===== src/rtl/cfg_chain_loader.sv =====
// Configuration-chain master: streams bitstream words MSB-first into a serial CRAM chain
// and returns the displaced chain contents as left-aligned readback words.
module cfg_chain_loader #(
    parameter int CHAIN_LEN = 20,
    parameter int WORD_W    = 8
) (
    input  logic              clk,
    input  logic              nrst,
    input  logic              start,
    input  logic [WORD_W-1:0] wdata,
    input  logic              wvalid,
    output logic              wready,
    output logic              config_data_in,
    output logic              config_en,
    input  logic              config_data_out,
    output logic [WORD_W-1:0] rdata,
    output logic              rvalid,
    input  logic              rready,
    output logic              busy,
    output logic              done
);
    localparam int NW        = (CHAIN_LEN + WORD_W - 1) / WORD_W;
    localparam int LAST_BITS = (CHAIN_LEN % WORD_W == 0) ? WORD_W : (CHAIN_LEN % WORD_W);
    localparam int BCW       = $clog2(CHAIN_LEN + 1);
    localparam int WCW       = $clog2(NW + 1);
    localparam int SCW       = $clog2(WORD_W + 1);
    localparam int CCW       = $clog2(WORD_W);

    typedef enum logic [1:0] {ST_IDLE, ST_LOAD, ST_DRAIN} state_t;

    state_t            state_reg, state_next;
    logic              busy_reg, busy_next;
    logic              done_reg, done_next;
    logic [BCW-1:0]    bcnt_reg, bcnt_next;
    logic [WCW-1:0]    wcnt_reg, wcnt_next;
    logic [WORD_W-1:0] buf_reg, buf_next;
    logic              buf_full_reg, buf_full_next;
    logic              buf_last_reg, buf_last_next;
    logic [WORD_W-1:0] sh_reg, sh_next;
    logic [SCW-1:0]    sh_cnt_reg, sh_cnt_next;
    logic [WORD_W-1:0] cap_reg, cap_next;
    logic [CCW-1:0]    cap_cnt_reg, cap_cnt_next;
    logic              cap_full_reg, cap_full_next;
    logic [WORD_W-1:0] rdata_reg, rdata_next;
    logic              rvalid_reg, rvalid_next;
    logic              en_reg, en_next;
    logic              din_reg, din_next;
    logic [WORD_W-1:0] cap_word;
    logic              wready_int, accept_w, rd_free, final_acc;

    assign wready_int = busy_reg && !buf_full_reg && (wcnt_reg < WCW'(NW));
    assign accept_w   = wvalid && wready_int;
    assign rd_free    = !rvalid_reg || rready;
    assign final_acc  = rvalid_reg && rready && !cap_full_reg;

    always_comb begin
        state_next    = state_reg;
        busy_next     = busy_reg;
        done_next     = 1'b0;
        bcnt_next     = bcnt_reg;
        wcnt_next     = wcnt_reg;
        buf_next      = buf_reg;
        buf_full_next = buf_full_reg;
        buf_last_next = buf_last_reg;
        sh_next       = sh_reg;
        sh_cnt_next   = sh_cnt_reg;
        cap_next      = cap_reg;
        cap_cnt_next  = cap_cnt_reg;
        cap_full_next = cap_full_reg;
        rdata_next    = rdata_reg;
        rvalid_next   = rvalid_reg && !rready;
        en_next       = 1'b0;
        din_next      = din_reg;
        cap_word      = cap_reg;

        // A completed capture parked behind an unaccepted rdata moves up once rdata frees.
        if (cap_full_reg && rd_free) begin
            rdata_next    = cap_reg;
            rvalid_next   = 1'b1;
            cap_full_next = 1'b0;
            cap_next      = '0;
        end

        if (en_reg) begin
            cap_word[CCW'(WORD_W - 1) - cap_cnt_reg] = config_data_out;
            bcnt_next = bcnt_reg + 1'b1;
            if (cap_cnt_reg == CCW'(WORD_W - 1) || bcnt_reg == BCW'(CHAIN_LEN - 1)) begin
                cap_cnt_next = '0;
                if (rd_free) begin
                    rdata_next  = cap_word;
                    rvalid_next = 1'b1;
                    cap_next    = '0;
                end else begin
                    cap_next      = cap_word;
                    cap_full_next = 1'b1;
                end
            end else begin
                cap_next     = cap_word;
                cap_cnt_next = cap_cnt_reg + 1'b1;
            end
        end

        // Issue decision is one cycle ahead of the shift, so it looks at the next capture state.
        if (state_reg == ST_LOAD) begin
            if (sh_cnt_reg == '0 && buf_full_reg) begin
                sh_next       = buf_reg;
                sh_cnt_next   = buf_last_reg ? SCW'(LAST_BITS) : SCW'(WORD_W);
                buf_full_next = 1'b0;
            end
            if (sh_cnt_next != '0 && !cap_full_next) begin
                en_next     = 1'b1;
                din_next    = sh_next[WORD_W-1];
                sh_next     = {sh_next[WORD_W-2:0], 1'b0};
                sh_cnt_next = sh_cnt_next - 1'b1;
            end
        end

        if (accept_w) begin
            buf_next      = wdata;
            buf_full_next = 1'b1;
            buf_last_next = (wcnt_reg == WCW'(NW - 1));
            wcnt_next     = wcnt_reg + 1'b1;
        end

        case (state_reg)
            ST_IDLE: begin
                if (start) begin
                    state_next    = ST_LOAD;
                    busy_next     = 1'b1;
                    bcnt_next     = '0;
                    wcnt_next     = '0;
                    buf_full_next = 1'b0;
                    buf_last_next = 1'b0;
                    sh_cnt_next   = '0;
                    cap_next      = '0;
                    cap_cnt_next  = '0;
                    cap_full_next = 1'b0;
                    rvalid_next   = 1'b0;
                    en_next       = 1'b0;
                end
            end
            ST_LOAD: begin
                if (bcnt_reg == BCW'(CHAIN_LEN)) begin
                    if (final_acc) begin
                        state_next = ST_IDLE;
                        busy_next  = 1'b0;
                        done_next  = 1'b1;
                    end else begin
                        state_next = ST_DRAIN;
                    end
                end
            end
            ST_DRAIN: begin
                if (final_acc) begin
                    state_next = ST_IDLE;
                    busy_next  = 1'b0;
                    done_next  = 1'b1;
                end
            end
            default: state_next = ST_IDLE;
        endcase
    end

    always_ff @(posedge clk or negedge nrst) begin
        if (!nrst) begin
            state_reg    <= ST_IDLE;
            busy_reg     <= 1'b0;
            done_reg     <= 1'b0;
            bcnt_reg     <= '0;
            wcnt_reg     <= '0;
            buf_reg      <= '0;
            buf_full_reg <= 1'b0;
            buf_last_reg <= 1'b0;
            sh_reg       <= '0;
            sh_cnt_reg   <= '0;
            cap_reg      <= '0;
            cap_cnt_reg  <= '0;
            cap_full_reg <= 1'b0;
            rdata_reg    <= '0;
            rvalid_reg   <= 1'b0;
            en_reg       <= 1'b0;
            din_reg      <= 1'b0;
        end else begin
            state_reg    <= state_next;
            busy_reg     <= busy_next;
            done_reg     <= done_next;
            bcnt_reg     <= bcnt_next;
            wcnt_reg     <= wcnt_next;
            buf_reg      <= buf_next;
            buf_full_reg <= buf_full_next;
            buf_last_reg <= buf_last_next;
            sh_reg       <= sh_next;
            sh_cnt_reg   <= sh_cnt_next;
            cap_reg      <= cap_next;
            cap_cnt_reg  <= cap_cnt_next;
            cap_full_reg <= cap_full_next;
            rdata_reg    <= rdata_next;
            rvalid_reg   <= rvalid_next;
            en_reg       <= en_next;
            din_reg      <= din_next;
        end
    end

    assign wready         = wready_int;
    assign config_en      = en_reg;
    assign config_data_in = din_reg;
    assign rdata          = rdata_reg;
    assign rvalid         = rvalid_reg;
    assign busy           = busy_reg;
    assign done           = done_reg;
endmodule


===== config.mk =====
export PLATFORM = sky130hd
export DESIGN_NAME = cfg_chain_loader
export DESIGN_NICKNAME = d
export VERILOG_FILES = /design/src/rtl/cfg_chain_loader.sv
export SDC_FILE = /design/constraint.sdc
export NUM_CORES = 1
export LEC_CHECK = 0
export BUFFER_PORTS_ARGS = -buffer_cell sky130_fd_sc_hd__buf_4
export CORE_MARGIN = 1.5
export CORE_UTILIZATION = 59
export CTS_CLUSTER_DIAMETER = 80
export DETAILED_ROUTE_END_ITERATION = 8
export PLACE_DENSITY = 0.77
export SYNTH_ARGS = -nofsm -noshare
export SYNTH_HDL_FRONTEND = slang
export SYNTH_SLANG_ARGS = --single-unit

===== constraint.sdc =====
create_clock -name clk -period 2.85 [get_ports clk]
set_clock_uncertainty 0.15 [all_clocks]
set_input_delay 0.1425 -clock clk [delete_from_list [all_inputs] [get_ports clk]]
set_output_delay 0.1425 -clock clk [all_outputs]
set_load 0.05 [all_outputs]

# ---- After elaboration in Yosys (flattened, before gate mapping)
# Cells that the tools add are included.
dict set report word_totals {
  ff_bits 56
  in_bits 14
  output_inout_bits 14
  elab_cells 126
}
dict set report op_classes {
  add_sub_neg 5
  magnitude_cmp 3
  eq_ne 9
  muxes 68
  reduce_logical 24
}
# operator n
set op_table {}
lappend op_table {{8-bit two-way mux} 12}
lappend op_table {{1-bit two-way mux} 30}
lappend op_table {{4-bit two-way mux} 7}
lappend op_table {{5-bit two-way mux} 3}
lappend op_table {{2-bit two-way mux} 7}
lappend op_table {{3-bit two-way mux} 4}
lappend op_table {{5-bit == test, second input constant} 2}
lappend op_table {{1-bit logical AND} 10}
lappend op_table {{8-bit bitwise mux} 1}
lappend op_table {{2-bit case mux with 3 select lines} 1}
lappend op_table {{3-bit AND reduction} 2}
lappend op_table {{5-bit by 1-bit adder with 5-bit output, second input constant} 1}
lappend op_table {{1-bit zero test} 5}
lappend op_table {{2-bit == test, second input constant} 2}
lappend op_table {{4-bit zero test} 1}
lappend op_table {{3-bit by 4-bit < comparator with 1-bit output, second input constant} 1}
lappend op_table {{2-bit inequality test, second input constant} 2}
lappend op_table {{4-bit nonzero test} 1}
lappend op_table {{4-bit by 1-bit subtractor with 4-bit output, second input constant} 1}
lappend op_table {{3-bit by 1-bit adder with 3-bit output, second input constant} 1}
lappend op_table {{1-bit demux with 3-bit select} 1}
lappend op_table {{3-bit == test, second input constant} 1}
lappend op_table {{3-bit by 1-bit greater-or-equal comparator with 1-bit output, second input constant} 1}
lappend op_table {{1-bit case mux with 3 select lines} 1}
lappend op_table {{10 further kinds} 11}

# ---- Longest topological paths before layout
# Gate-level depths: netlist of the first run.
dict set report depth {
  word_depth 13
  depth_mapped 8
  ltp_nobuf 7
}

# ---- Worst setup path after synthesis of the first run
# OpenSTA, ideal clock, no wires.
dict set report synth_timing {
  kind {reg2reg}
  startpoint {register busy_reg (netlist: busy)}
  endpoint {register buf_reg[2]}
  setup_time_ps 125
  arrival_time_ps 2816
  t_required_ps 2575
  slack_ps -241
  path_stages_with_launch 5
  n_path_buf 1
  synth_period_minus_slack_ps 3091
  cell_sequence {dfrtp_1 > nor3b_1 > and2_0 > buf_2 > mux2_2}
}
dict set report synth_via {
  elab_chain_cells 3
}
# element line
set synth_lines {}
lappend synth_lines {{from (decl)} 32} ;# logic busy_reg, busy_next;
lappend synth_lines {{from (signal assigned)} 185} ;# busy_reg <= busy_next;
lappend synth_lines {{1-bit logical AND (2 in series)} 51} ;# assign wready_int = busy_reg && !buf_full_reg && (wcnt_reg < WCW'(NW));
lappend synth_lines {{via wready} 12} ;# output logic wready,
lappend synth_lines {{1-bit logical AND} 52} ;# assign accept_w = wvalid && wready_int;
lappend synth_lines {{to (signal assigned)} 189} ;# buf_reg <= buf_next;
lappend synth_lines {{to (decl)} 36} ;# logic [WORD_W-1:0] buf_reg, buf_next;
# The timed path passes the listed nets, and every way through them passes these cells.
# A chain may end at the register's enable or synchronous reset.

# ---- Worst setup path after layout of the first run
dict set report layout_timing {
  startpoint {register cap_cnt_reg[0]}
  endpoint {register sh_cnt_reg[3]}
}
dict set report layout_via {
  elab_chain_cells 10
}
# element line
set layout_lines {}
lappend layout_lines {{from (decl)} 42} ;# logic [CCW-1:0] cap_cnt_reg, cap_cnt_next;
lappend layout_lines {{from (signal assigned)} 195} ;# cap_cnt_reg <= cap_cnt_next;
lappend layout_lines {{3-bit == test (*)} 87} ;# if (cap_cnt_reg == CCW'(WORD_W - 1) || bcnt_reg == BCW'(CHAIN_LEN - 1)) begin
lappend layout_lines {{1-bit logical OR (*)} 87}
lappend layout_lines {{1-bit two-way mux (*)} 87}
lappend layout_lines {{1-bit two-way mux (*)} 84} ;# if (en_reg) begin
lappend layout_lines {{1-bit zero test (*)} 110} ;# if (sh_cnt_next != '0 && !cap_full_next) begin
lappend layout_lines {{1-bit logical AND (*)} 110}
lappend layout_lines {{4-bit two-way mux (*)} 110}
lappend layout_lines {{4-bit two-way mux (*)} 104} ;# if (state_reg == ST_LOAD) begin
lappend layout_lines {{4-bit two-way mux} 127} ;# if (start) begin
lappend layout_lines {{4-bit two-way mux (*)} 125} ;# case (state_reg)
lappend layout_lines {{via sh_cnt_next[3]} 40} ;# logic [SCW-1:0] sh_cnt_reg, sh_cnt_next;
lappend layout_lines {{to (signal assigned)} 193} ;# sh_cnt_reg <= sh_cnt_next;
lappend layout_lines {{to (decl)} 40}
# The timed path passes the listed nets; every way through them passes the cells marked *.

==> metrics, run 1 <==
Sw Ratio=39.1%; die height=74.5 µm; 1st-iter DRT viols=112; grt ovf=0; Initial Util=62.6%; multiplexer share of the synthesized area=17.9%; area of the multi-input gates=0.00150 mm²; TritonCTS clock tree=built; largest net degree at the start of global routing=57; initial antenna violation count=0; CTS clk-pin slew, worst paths=100 ps; Yosys warnings=0; Die Span X=74.5 µm; Top FF cell, synth=dfrtp_1; port buffer count=27; TNS Setup=0 ps; Ant. Diodes=0; Synth Instances=289; CTS sink count=56; Syn-to-layout area delta=14.3%; post-synthesis simple-gate area fraction=16.2%; Clock Path Buffers=2; minimum clock period=2290 ps; worst-margin pin slew=696 ps; Tot GR Track Use=22.0%; Vias/cell=5.58; share of cells above drive strength 1=21.8%; Final Hold Viols=0; WP buf/inv=0; crit path kind=reg -> reg; largest family of logic cells by synthesized area=multiplexers; CTS Buf Count=5; Max Freq=437 MHz; io pins=28; Post-layout nets=345; CTS root buf=clkbuf_8; RSZ-0062 raised after global routing=false; Internal=1.88 mW; adder-cell share of the synthesized area=4.56%; clock power share=14.3%; outcome=complete, no violations; Die Area=0.00555 mm²; Net Sw Power=1.21 mW; post-placement cell count=371; Synth Area in XOR/XNOR=2.03%; Mapped Area=0.00302 mm²; Critical Path RT=2930 ps; first-pass GRT wire length=9360 µm; Core ar.=0.00482 mm²; ANT nets after route=0; vias in the first global route=2047; Flop pwr share=39.4%; library cells used by synthesis=40; Synth Area in Compound Gates=8.54%; via count=2166; clk_lat worst skew=300 ps; Synth async-reset ratio=100%; # fillers=400; Seq/Total Area, Yosys=46.5%; syn nets=314; Cell Chain, Critical Path=ha_1 > ha_1 > o311ai_4 > o2111ai_1 > mux2_1 > nor3_2; Final Cycle Share=80.3%; syn_area_per_cell=10.4 µm²; Worst Path Max Fanout=10; drt drc=0; #FFs+latches synth=56; total iterations of the first detailed-routing run=4; Max-Cap Viols=0; Max-slew headroom=53.6%; EDFF count, synth=0; CP arrival=2370 ps; crit end category=flip-flop; # H-tree levels=2; final wirelength=5450 µm; Site Rows=25; CP max stage cell=dfrtp_1; Final Non-Filler Cells=388; Post-DP HPWL=3730 µm; Slew Viols, Final=0; Routed WL per cell=14.0 µm; most frequent CP cell=ha_1; flip-flop and latch area=0.00140 mm²; peak supply drop=0.000518 V; placer congestion estimate=0.868; Largest stage delay, worst path=490 ps; endpoints failing setup=0; Hold WC Path Type=in -> reg; Post CTS Setup Buffer Count=0; Leakage Power=1.65 nW; Worst path top cell family by delay=compound AO/OA/AOI/OAI gates; CP Launch Type=flip-flop; Comb power frac=46.3%; Pwr Density=896 mW/mm²
area by class of cell:
cell class	instances	area share, %
Clock buffer	8	2.61
Inverter	10	1.09
Multi-Input combinational cell	205	43.4
Sequential cell	56	40.7
Tap cell	67	2.43
Timing Repair Buffer	42	9.80
cell usage in the layout, fill, tap and decap left out, drive strengths merged:
cell type    synthesis  layout
a211oi               1       1
a21oi               22      22
a22o                 2       2
a31oi                3       3
a41oi                1       1
and2                 3       3
and4bb               1       1
buf                  8      33
clkbuf              10       8
dfrtp               56      56
dlygate4sd3          0       9
ha                  11      11
inv                 10      10
mux2                24      24
mux2i               27      27
nand2               27      27
nand2b               2       2
nand3                3       3
nand3b              11      11
nand4                3       3
nand4b               1       1
nor2                32      32
nor2b                3       3
nor3                 4       4
nor3b                3       3
nor4bb               1       1
o2111ai              1       1
o211a                1       1
o21a                 1       1
o21ai                5       5
o311ai               1       1
o32ai                2       2
or2                  2       2
xnor2                4       4
xor2                 3       3
worst min-delay path, cell delays in order:
cell	delay [ps]
buf_4	120
a31oi_1	120
a31oi_1	50
per-stage QoR:
stage | hold slack (ps) | util (%) | power, mW | cell area, µm² | worst slack [ps]
floorplan | -303 | - | 2.36 | 3020 | 277
global placement | 87.3 | 67.8 | 2.60 | 3270 | 659
detailed placement | 86.6 | 67.8 | 2.66 | 3270 | 580
CTS | 18.1 | 71.6 | 3.11 | 3450 | 563
global route | 23.6 | 71.6 | 3.31 | 3450 | 452
finish | 17.9 | 71.6 | 3.09 | 3450 | 562
power groups by stage:
stage	clock, mW	sequential (mW)	combinational [mW]
finish	0.441	1.22	1.43
global route	0.476	1.25	1.58
CTS	0.449	1.22	1.44
detailed placement	0	1.23	1.43
global placement	0	1.22	1.38
floorplan	0	1.27	1.09
worst paths after layout:
kind	from	end	slack [ps]	cells after the start
worst min-delay path	start	state_reg[0]	20	3
worst max register to register	cap_cnt_reg[0]	sh_cnt_reg[3]	560	6
worst min register to register	sh_reg[3]	sh_reg[3]	360	1
max in group asynchronous	nrst	cap_cnt_reg[0]	1810	2
worst max-delay path	cap_cnt_reg[0]	sh_cnt_reg[3]	560	6
min in group asynchronous	nrst	wcnt_reg[0]	270	2
routing by layer:
layer	part of all wire [%]	track usage (%)	up-vias
met5	0	0	-
li1	-	-	1061
met3	3.9	4.07	7
met2	48	37.0	46
met1	47	29.6	1052
met4	1.2	5.45	0
Yosys cell counts, types with 2 or more instances:
library cell,count,area share [%]
nor3_1,3,0.50
o32ai_1,2,0.58
clkbuf_1,10,1.2
nand2b_1,2,0.41
nand4_1,3,0.62
inv_1,10,1.2
ha_1,11,4.6
a22o_1,2,0.58
a31oi_1,3,0.62
nor2b_1,3,0.62
mux2i_1,27,9.0
nand3_1,3,0.50
a21oi_1,22,3.7
nor2_1,32,4.0
nand2_1,27,3.4
xor2_1,3,0.87
nand3b_1,11,2.7
xnor2_1,4,1.2
o21ai_0,5,0.83
dfrtp_1,56,46
buf_2,7,1.2
nor3b_1,3,0.75
mux2_2,23,8.6
cell families (layout without fill, tap and decap cells):
logic type,count (synthesis),after routing
AOI/OAI and AO/OA,40,40
xor gates and xnor gates,7,7
adders and majority gates,11,11
buffers and inverters,28,60
DFF,56,56
muxes,51,51
and+or+nand+nor,96,96
what timing repair did:
action	CTS	global route
hold buffers	9	0
hold endpoints to repair	64	0
gates resized for setup	0	0
(Power assumes the default switching activity.)
==> run 2: changes to the inputs <==
Settings changed: CORE_UTILIZATION 59 to 53, PLACE_DENSITY 0.77 to 0.73.
Clock period 2.85 ns to 2.02 ns, I/O delays scaled along.
==> metrics, run 2 (synthesis gave the netlist of run 1 again) <==
Slew Viols, Final=0 (unchanged); Final Non-Filler Cells=410 (+5.7%); Clock Path Buffers=2 (unchanged); crit path to=sh_reg[3]; Cell Chain, Critical Path=ha_2 > ha_4 > o311ai_4 > and2_4 > mux2i_1 > mux2_4; peak supply drop=0.000846 V (+64%); Reg2Reg Depth=6 (unchanged); Worst Path Max Fanout=6 (-4); CTS Buf Count=5 (unchanged); CP max stage cell=dfrtp_1; clk_lat worst skew=310 ps (about the same); Die Area=0.00615 mm² (+11%); worst r2r src=cap_cnt_reg[0]; 1st-iter DRT viols=115 (+2.7%); Initial Util=54.8% (-7.8 points); ANT nets after route=0 (unchanged); Final Cycle Share=102% (+22 points); Hold WC Path Type=in -> reg; crit path kind=reg -> reg; endpoints failing setup=7 (+7); port buffer count=27 (unchanged); Final Hold Viols=0 (unchanged); post-placement cell count=387 (+4.3%); TritonCTS clock tree=built; Vias/cell=5.56 (-0.47%); Pwr Density=1360 mW/mm² (+51%); Tot GR Track Use=20.7% (-1.2 points); # H-tree levels=2 (unchanged); Sw Ratio=37.8% (-1.4 points); CTS clk-pin slew, worst paths=100 ps (about the same); clock power share=16.7% (+2.4 points); outcome=finished with violations; flop2flop setup slack=-40 ps (-600 ps); Core ar.=0.00551 mm² (+14%); r2r endpoint=sh_reg[3]; Max-slew headroom=52.5% (-1.1 points); drt drc=0 (unchanged); Comb power frac=50.0% (+3.7 points); Area after DPL=0.00339 mm² (+3.9%); worst hold slack=4.99 ps (-12.9 ps); io pins=28 (unchanged); crit end category=flip-flop; WP buf/inv=0 (unchanged); final wirelength=6100 µm (+12%); commonest non-fill, non-tap cell in the layout=dfrtp_1; die height=78.4 µm (+5.3%); minimum clock period=2060 ps (-231 ps); Hold Path Cell Cnt=4 (+1); Die Span X=78.4 µm (+5.3%); Syn-to-layout area delta=25.6%; worst-margin pin slew=712 ps (+16.0 ps); Worst path top cell family by delay=flip-flops; Site Rows=27 (+8.0%); vias in the first global route=2241 (+9.5%); most frequent cells in the layout=dfrtp_1 (53), buf_4 (48), nor2_1 (32), nand2_1 (25); grt ovf=0 (unchanged); via count=2278 (+5.2%); share of cells above drive strength 1=32.2% (+10 points); Routed WL per cell=14.9 µm (+6.0%); total iterations of the first detailed-routing run=4 (unchanged); Leakage Power=1.80 nW (+9.3%); largest net degree at the start of global routing=57 (unchanged); CP arrival=2110 ps (-260 ps); Critical Path RT=2070 ps (-860 ps); Post-layout nets=363 (+5.2%); CP Depth=6 (unchanged); TNS Setup=-188 ps (-188 ps); Post-DP HPWL=3800 µm (+2.0%); CTS root buf=clkbuf_8; initial antenna violation count=0 (unchanged); Largest stage delay, worst path=400 ps (-90 ps); Ant. Diodes=0 (unchanged); Max Freq=486 MHz (+11%); Max-Cap Viols=0 (unchanged); Place WS=-74.2 ps (-654 ps); Final Cell Area=0.00379 mm² (+9.9%); CTS sink count=56 (unchanged); placer congestion estimate=0.778 (-10%); RSZ-0062 raised after global routing=true; CP Launch Type=flip-flop; Internal=3.20 mW (+70%); Final WS setup=-37.2 ps (-599 ps); first-pass GRT wire length=10100 µm (+8.0%); Flop pwr share=33.3% (-6.1 points); Net Sw Power=1.94 mW (+60%); failing checks=negative setup slack; Critical path origin=cap_cnt_reg[0]
==> run 2: cell count changes in the layout (fill, tap and decap cells not counted), moves of 3 or more <==
cell,change
buf_4,+15
mux2_4,+12
mux2_2,-11
ha_1,-5
mux2i_1,-5
dfrtp_1,-3
dfrtp_2,+3
ha_2,+3
mux2i_2,+3
==> run 2: metal layers <==
| metal | global-route usage (%) | wire length (µm) | share of wire [%] |
|---|---|---|---|
| met3 | 3.60 | 135 | 2.2 |
| met1 | 27.7 | 2950 | 48 |
| met4 | 6.25 | 78 | 1.3 |
| met2 | 34.5 | 2940 | 48 |
| met5 | 0 | 0 | 0 |
==> run 2: worst min-delay path by stage <==
stage	slack, ps	to	from
after global routing	50	rvalid	rready
after global placement	50	bcnt_reg[2]	nrst
after floorplan	-340	bcnt_reg[0]	nrst
after CTS	0.7	rvalid	rready
after detailed placement	60	bcnt_reg[2]	nrst
final	5	rvalid	rready
==> run 2: repair_timing <==
item	CTS	global route
setup endpoints to repair	10	13
hold buffers	10	0
hold endpoints to repair	65	0
gates cloned	1	0
resized for setup	10	18
pin swaps	6	4
buffers inserted	2	3
==> run 2: tightest hold or removal path: cells and delay by family <==
kind / cells / cell delay, ps
buffers and inverters: 1 / 90
and+or+nand+nor: 2 / 170
AOI/OAI and AO/OA: 1 / 70
==> run 2: area by class of cell <==
class	instances	area [µm²]
tap	72	90.1
fill	433	1720
clock inverter	2	60.1
inverter	10	37.5
sequential	56	1410
clock buffer	5	68.8
timing repair buffer	59	472
multi-input combinational	206	1660
==> run 2: per-stage QoR <==
step           power (mW)  util [%]
2_1_floorplan        3.42         -
3_3_place_gp         3.84      61.6
3_5_place_dp         3.93      61.6
4_1_cts              4.94      67.0
5_1_grt              5.45      68.8
6_report             5.14      68.8
==> run 2: power groups by stage <==
stage | combinational (mW) | sequential (mW) | clock (mW)
floorplan | 1.61 | 1.80 | 0
global route | 2.79 | 1.75 | 0.904
finish | 2.57 | 1.71 | 0.857
global placement | 2.16 | 1.68 | 0
CTS | 2.40 | 1.68 | 0.861
detailed placement | 2.24 | 1.69 | 0
